$ cat src/rtl/vending_pkg.sv
// Shared definitions for the coin vending path (accept FSM and change dispenser).
// State encodings, coin values in nickel units and the default item price.
package vending_pkg;

   // Dispenser state encodings; IDLE must stay all-zero
   localparam logic [2:0] StIdle   = 3'b000;
   localparam logic [2:0] StVend   = 3'b001;
   localparam logic [2:0] StSelect = 3'b010;
   localparam logic [2:0] StReq    = 3'b011;
   localparam logic [2:0] StRel    = 3'b100;
   localparam logic [2:0] StDone   = 3'b101;

   // Coin values in nickel units
   localparam int unsigned NICKEL_VAL = 1;
   localparam int unsigned DIME_VAL   = 2;

   // Default counter width and item price (3 nickels = 15c)
   localparam int unsigned DEFAULT_CW    = 4;
   localparam int unsigned DEFAULT_PRICE = 3;

   // Value of one ejected coin in nickel units
   function automatic int unsigned coin_value(input logic is_dime);
      return is_dime ? DIME_VAL : NICKEL_VAL;
   endfunction

endpackage

$ cat src/rtl/change_dispenser_if.sv
// Handshake bundle between the accept FSM / coin hopper side and the change dispenser.
// master: drives Start/Credit and the hopper Ack; slave: the dispenser itself.
interface change_dispenser_if #(
   parameter int unsigned CW = 4
);
   logic          start;
   logic [CW-1:0] credit;
   logic          ack;
   logic          nickel_out;
   logic          dime_out;
   logic          vend;
   logic          busy;
   logic          done;

   modport master (
      output start, credit, ack,
      input  nickel_out, dime_out, vend, busy, done
   );

   modport slave (
      input  start, credit, ack,
      output nickel_out, dime_out, vend, busy, done
   );
endinterface

$ cat src/rtl/change_dispenser.sv
// Change dispenser: captures credit, pulses Vend when credit covers PRICE, then pays the
// change (or refunds the whole credit) one coin at a time over a four-phase req/ack handshake.
// Build option: define CHANGE_DIME_EN for greedy dime-first change; otherwise nickels only.
module change_dispenser
   import vending_pkg::*;
#(
   parameter int unsigned CW    = DEFAULT_CW,
   parameter int unsigned PRICE = DEFAULT_PRICE
) (
   input logic               clk_i,
   input logic               rst_ni,
   change_dispenser_if.slave pay
);

   localparam logic [CW-1:0] PriceW  = CW'(PRICE);
   localparam logic [CW-1:0] DimeW   = CW'(DIME_VAL);

   logic [2:0]    state_q, state_d;
   logic [CW-1:0] remaining_q, remaining_d;
   logic          vend_ok_q, vend_ok_d;
   logic          coin_dime_q, coin_dime_d;
   logic          pick_dime;

`ifdef CHANGE_DIME_EN
   // Greedy: a dime only when it cannot underflow the remaining change
   assign pick_dime = (remaining_q >= DimeW);
`else
   assign pick_dime = 1'b0;
`endif

   // State, remaining change and coin choice registers
   always_ff @(posedge clk_i or negedge rst_ni) begin
      if (!rst_ni) begin
         state_q     <= StIdle;
         remaining_q <= '0;
         vend_ok_q   <= 1'b0;
         coin_dime_q <= 1'b0;
      end else begin
         state_q     <= state_d;
         remaining_q <= remaining_d;
         vend_ok_q   <= vend_ok_d;
         coin_dime_q <= coin_dime_d;
      end
   end

   // Next-state and counter update
   always_comb begin
      state_d     = state_q;
      remaining_d = remaining_q;
      vend_ok_d   = vend_ok_q;
      coin_dime_d = coin_dime_q;
      case (state_q)
         StIdle: begin
            if (pay.start) begin
               if (pay.credit >= PriceW) begin
                  remaining_d = pay.credit - PriceW;
                  vend_ok_d   = 1'b1;
               end else begin
                  remaining_d = pay.credit;
                  vend_ok_d   = 1'b0;
               end
               state_d = StVend;
            end
         end
         StVend: state_d = StSelect;
         StSelect: begin
            if (remaining_q == '0) begin
               state_d = StDone;
            end else begin
               coin_dime_d = pick_dime;
               state_d     = StReq;
            end
         end
         StReq: begin
            // Ack already high on entry counts for this coin
            if (pay.ack) begin
               remaining_d = remaining_q - CW'(coin_value(coin_dime_q));
               state_d     = StRel;
            end
         end
         StRel: begin
            if (!pay.ack) state_d = StSelect;
         end
         StDone: state_d = StIdle;
         default: state_d = StIdle;
      endcase
   end

   logic nickel_o, dime_o, vend_o, busy_o, done_o;

   // Moore output decode from registered state only
   always_comb begin
      nickel_o = (state_q == StReq) && !coin_dime_q;
`ifdef CHANGE_DIME_EN
      dime_o   = (state_q == StReq) && coin_dime_q;
`else
      dime_o   = 1'b0;
`endif
      vend_o   = (state_q == StVend) && vend_ok_q;
      busy_o   = (state_q != StIdle);
      done_o   = (state_q == StDone);
   end

   assign pay.nickel_out = nickel_o;
   assign pay.dime_out   = dime_o;
   assign pay.vend       = vend_o;
   assign pay.busy       = busy_o;
   assign pay.done       = done_o;

endmodule

$ cat src/flat_wrapper.sv
// flat-port wrapper written by rule: the top's interface ports become plain ports
module change_dispenser_flat import vending_pkg::*;
#(
   parameter int unsigned CW    = DEFAULT_CW,
   parameter int unsigned PRICE = DEFAULT_PRICE
)
  (clk_i, rst_ni, pay_start, pay_credit, pay_ack, pay_nickel_out, pay_dime_out, pay_vend, pay_busy, pay_done);
  change_dispenser_if #(.CW(CW)) pay_i ();
  input logic clk_i;
  input logic rst_ni;
  input wire logic [$bits(pay_i.start)-1:0] pay_start;
  input wire logic [$bits(pay_i.credit)-1:0] pay_credit;
  input wire logic [$bits(pay_i.ack)-1:0] pay_ack;
  output wire logic [$bits(pay_i.nickel_out)-1:0] pay_nickel_out;
  output wire logic [$bits(pay_i.dime_out)-1:0] pay_dime_out;
  output wire logic [$bits(pay_i.vend)-1:0] pay_vend;
  output wire logic [$bits(pay_i.busy)-1:0] pay_busy;
  output wire logic [$bits(pay_i.done)-1:0] pay_done;
  assign pay_i.start = pay_start;
  assign pay_i.credit = pay_credit;
  assign pay_i.ack = pay_ack;
  assign pay_nickel_out = pay_i.nickel_out;
  assign pay_dime_out = pay_i.dime_out;
  assign pay_vend = pay_i.vend;
  assign pay_busy = pay_i.busy;
  assign pay_done = pay_i.done;
  change_dispenser #(.CW(CW), .PRICE(PRICE)) u_core (.clk_i(clk_i), .rst_ni(rst_ni), .pay(pay_i));
endmodule
$ cat config.mk
export PLATFORM = sky130hd
export DESIGN_NAME = change_dispenser_flat
export DESIGN_NICKNAME = d
export VERILOG_FILES = /design/src/rtl/vending_pkg.sv /design/src/rtl/change_dispenser_if.sv /design/src/rtl/change_dispenser.sv /design/src/flat_wrapper.sv
export SDC_FILE = /design/constraint.sdc
export NUM_CORES = 1
export LEC_CHECK = 0
export BUFFER_PORTS_ARGS = -buffer_cell sky130_fd_sc_hd__clkbuf_2
export CORE_AREA = 2 2 39 41
export CTS_CLUSTER_DIAMETER = 40
export CTS_CLUSTER_SIZE = 16
export DETAILED_ROUTE_END_ITERATION = 16
export DIE_AREA = 0 0 41 43
export PLACE_DENSITY_LB_ADDON = 0.05
export SKIP_CTS_REPAIR_TIMING = 1
export SLEW_MARGIN = 5
export SYNTH_ARGS = -nofsm -noshare
export SYNTH_HDL_FRONTEND = slang
export SYNTH_SLANG_ARGS = --single-unit
$ cat constraint.sdc
create_clock -name clk_i -period 1.7 [get_ports clk_i]
set_input_delay 0.34 -clock clk_i [delete_from_list [all_inputs] [get_ports clk_i]]
set_output_delay 0.34 -clock clk_i [all_outputs]
set_load 0.005 [all_outputs]
==> flow_summary_export.csv <==
group,metric,value,unit
logic_synthesis,avgSynthCellArea,8.46,um^2
grt,gr-usage-all-layers,17.6,%
final_layout,diodes,0,
final_layout,fin_nets,96,
power,p_per_area,1710,nW/um^2
grt,grt_max_degree,13,
critical_path,cp_max_fo,4,
grt,overflow,0,
timing,tns,0,ns
logic_synthesis,ys_types,34,
power,irDropWorstVdd,854,uV
clock_network,clock_path_buffers,2,
placed_design,globalplace.congestion,0.722,
critical_path,worstSetupStartpointType,"flop",
clock_network,cts.sinks,8,
clock_network,cts_made_buffers,3,
logic_synthesis,synth_area,576,um^2
logic_synthesis,syn-num-nets,78,
logic_synthesis,ys_seq_area_share,34.8,%
timing,min_period,1.57,ns
logic_synthesis,netlist_instances,68,
power,leakage,0.339,nW
die,dieArea,1760,um^2
outcome,status,"finished clean",
die,core_region_area,1380,um^2
detailed_routing,ant_nets,0,
logic_synthesis,ys.warnings.count,0,
clock_network,htreeDepth,1,
timing,finalSetupViolCount,0,
detailed_routing,drt-pass1-iter-count,4,
die,start_util,41.6,%
min_path,hp-class,"in2reg",
critical_path,cp.arrival,1.70,ns
logic_synthesis,yosys_most_used_dff,"dfrtp_1",
placed_design,io_buffers,11,
final_layout,nFillCells,142,
clock_network,cts_tree,"yes",
detailed_routing,routedWlPerCell,12.2,um
timing,min_period_over_period,92.2,%
detailed_routing,drt-total-wl,1220,um
timing,final_hold_viol_count,0,
detailed_routing,route.vias.total,552,
critical_path,critical_path_required,1.83,ns
clock_network,clkTransAtPathRegs,0.06,ns
clock_network,cts_root_buffer,"clkbuf_4",
die,num_rows,14,
timing,fin_ws,0.132,ns
critical_path,cp-end-kind,"flop",
flow_run,maxCapViolations,0,
die,die_w,41,um
timing,max_freq,638,MHz
placed_design,dp_hpwl,927,um
clock_network,clock_latency,0.25,ns
final_layout,drive_gt1_share,27.4,%
timing,maxSlewViolCount,0,
placed_design,place_ws,0.0945,ns
detailed_routing,avgViaCountPerCell,5.52,
critical_path,criticalPathCategory,"reg2reg",
grt,grt_pass1_wl,2080,um
logic_synthesis,synth_edf_count,0,
timing,rsz0062_at_grt,"false",
grt,grt_pass1_vias,487,
grt,antenna_found_initial,0,
detailed_routing,drt-initial-drc-count,8,
timing,clock_skew,0.00186,ns
final_layout,synthToLayoutAreaGrowth,21.7,%
logic_synthesis,async_flop_share,100,%
die,dieHeight,43,um
die,io_pins,13,
detailed_routing,drc,0,
logic_synthesis,synth_seq_cells,8,
==> kinds of logic (layout without fill, tap and decap cells) <==
group / after synthesis / in the layout / share of synthesized area [%]
buffers and inverters: 9 / 25 / 8.26
AND/OR/NAND/NOR: 26 / 26 / 24.8
flip-flops: 8 / 8 / 34.8
adder cells (fa/ha/maj): 2 / 2 / 4.35
XOR/XNOR: 1 / 1 / 1.52
other: 1 / 1 / 0.652
multiplexers: 2 / 2 / 3.48
AO/OA/AOI/OAI: 19 / 19 / 22.2
==> cells in the mapped netlist, types with 2 or more instances <==
library cell,instances,area share [%]
o21bai_1,2,2.6
buf_2,2,1.7
nor2b_1,2,2.2
nor2_1,6,3.9
nand2_1,5,3.3
dfrtp_1,8,35
a21oi_1,8,7.0
mux2i_1,2,3.5
inv_1,4,2.6
nor3_1,3,2.6
ha_1,2,4.3
or3_1,2,2.2
==> final cells by class <==
cell class | count | area (um^2) | area share, %
clock buffers | 3 | 22.5 | 3.21
inverters | 4 | 15.0 | 2.14
multi-input cells | 51 | 333 | 47.5
flip-flops and latches | 8 | 200 | 28.6
well taps | 16 | 20.0 | 2.86
repair buffers | 18 | 110 | 15.7
==> placed cells by master, fill, tap and decap left out <==
| cell | Yosys | routed |
|---|---|---|
| o22ai_1 | 1 | 1 |
| nand3_1 | 1 | 1 |
| a22o_2 | 1 | 1 |
| a21oi_1 | 8 | 8 |
| nor3_2 | 0 | 1 |
| ha_1 | 2 | 2 |
| mux2i_1 | 2 | 2 |
| inv_1 | 4 | 4 |
| a32oi_1 | 1 | 1 |
| nand2b_1 | 1 | 1 |
| o22a_1 | 1 | 1 |
| dfrtp_1 | 8 | 8 |
| dlygate4sd3_1 | 0 | 1 |
| or3_1 | 2 | 2 |
| and3_1 | 1 | 1 |
| a221oi_1 | 1 | 1 |
| xor2_1 | 1 | 1 |
| o21bai_1 | 2 | 2 |
| or3b_2 | 1 | 1 |
| nor2_1 | 6 | 6 |
| nand3b_1 | 1 | 1 |
| or3b_1 | 1 | 1 |
| nor4bb_1 | 1 | 1 |
| a21o_1 | 1 | 1 |
| and3b_1 | 1 | 1 |
| clkbuf_4 | 0 | 3 |
| nor2b_1 | 2 | 2 |
| conb_1 | 1 | 1 |
| o21a_1 | 1 | 1 |
| clkbuf_2 | 0 | 11 |
| o311ai_1 | 1 | 1 |
| a31oi_1 | 1 | 1 |
| nand2_1 | 5 | 5 |
| buf_4 | 1 | 6 |
| nor3_1 | 3 | 2 |
==> layer usage <==
metal / GRT usage, % / vias to the layer above / part of all wire [%]
met5: 0 / - / 0
met4: 6.00 / 0 / 1.3
met3: 6.28 / 4 / 3.9
met2: 27.2 / 16 / 52
met1: 21.6 / 259 / 43
li1: - / 273 / -
==> metrics by stage <==
step | instances | area (um^2) | hold slack (ns) | total power [mW] | util, %
2_1_floorplan | 68 | 576 | 0.0444 | 0.848 | -
3_3_place_gp | 96 | 663 | 0.204 | 1.05 | 47.9
3_5_place_dp | 96 | 663 | 0.205 | 1.05 | 47.9
4_1_cts | 99 | 686 | -0.0726 | 1.20 | 49.5
5_1_grt | 100 | 701 | 0.308 | 1.33 | 50.6
6_report | 100 | 701 | 0.316 | 1.20 | 50.6
==> worst paths after layout <==
check                      slack (ns)                     to  cells after the start                  start
max                              0.13      u_core.state_q[1]                      5  u_core.remaining_q[0]
max in group asynchronous        1.04  u_core.remaining_q[3]                      2                 rst_ni
max reg2reg                      0.13      u_core.state_q[1]                      5  u_core.remaining_q[0]
min                              0.32       u_core.vend_ok_q                      2              pay_start
min in group asynchronous        0.47      u_core.state_q[0]                      2                 rst_ni
min reg2reg                      0.54       u_core.vend_ok_q                      2       u_core.vend_ok_q
==> power by group <==
| group | leakage (nW) | internal (mW) | switching (mW) |
|---|---|---|---|
| registers | 0.0936 | 0.289 | 0.0615 |
| logic | 0.231 | 0.345 | 0.356 |
| clock network | 0.0138 | 0.0809 | 0.0665 |
==> worst max-delay path, cell delays in order, from the launching register on <==
cell and delay (ns):
dfrtp_1 0.41, inv_1 0.07, ha_1 0.17, or3b_2 0.47, a221oi_1 0.26, a21oi_1 0.07
==> flip-flops by register name (all words and copies together), names as in the netlist <==
name                flops
u_core.remaining_q      4
u_core.state_q          3
u_core.vend_ok_q        1
(Power assumes the default switching activity.)
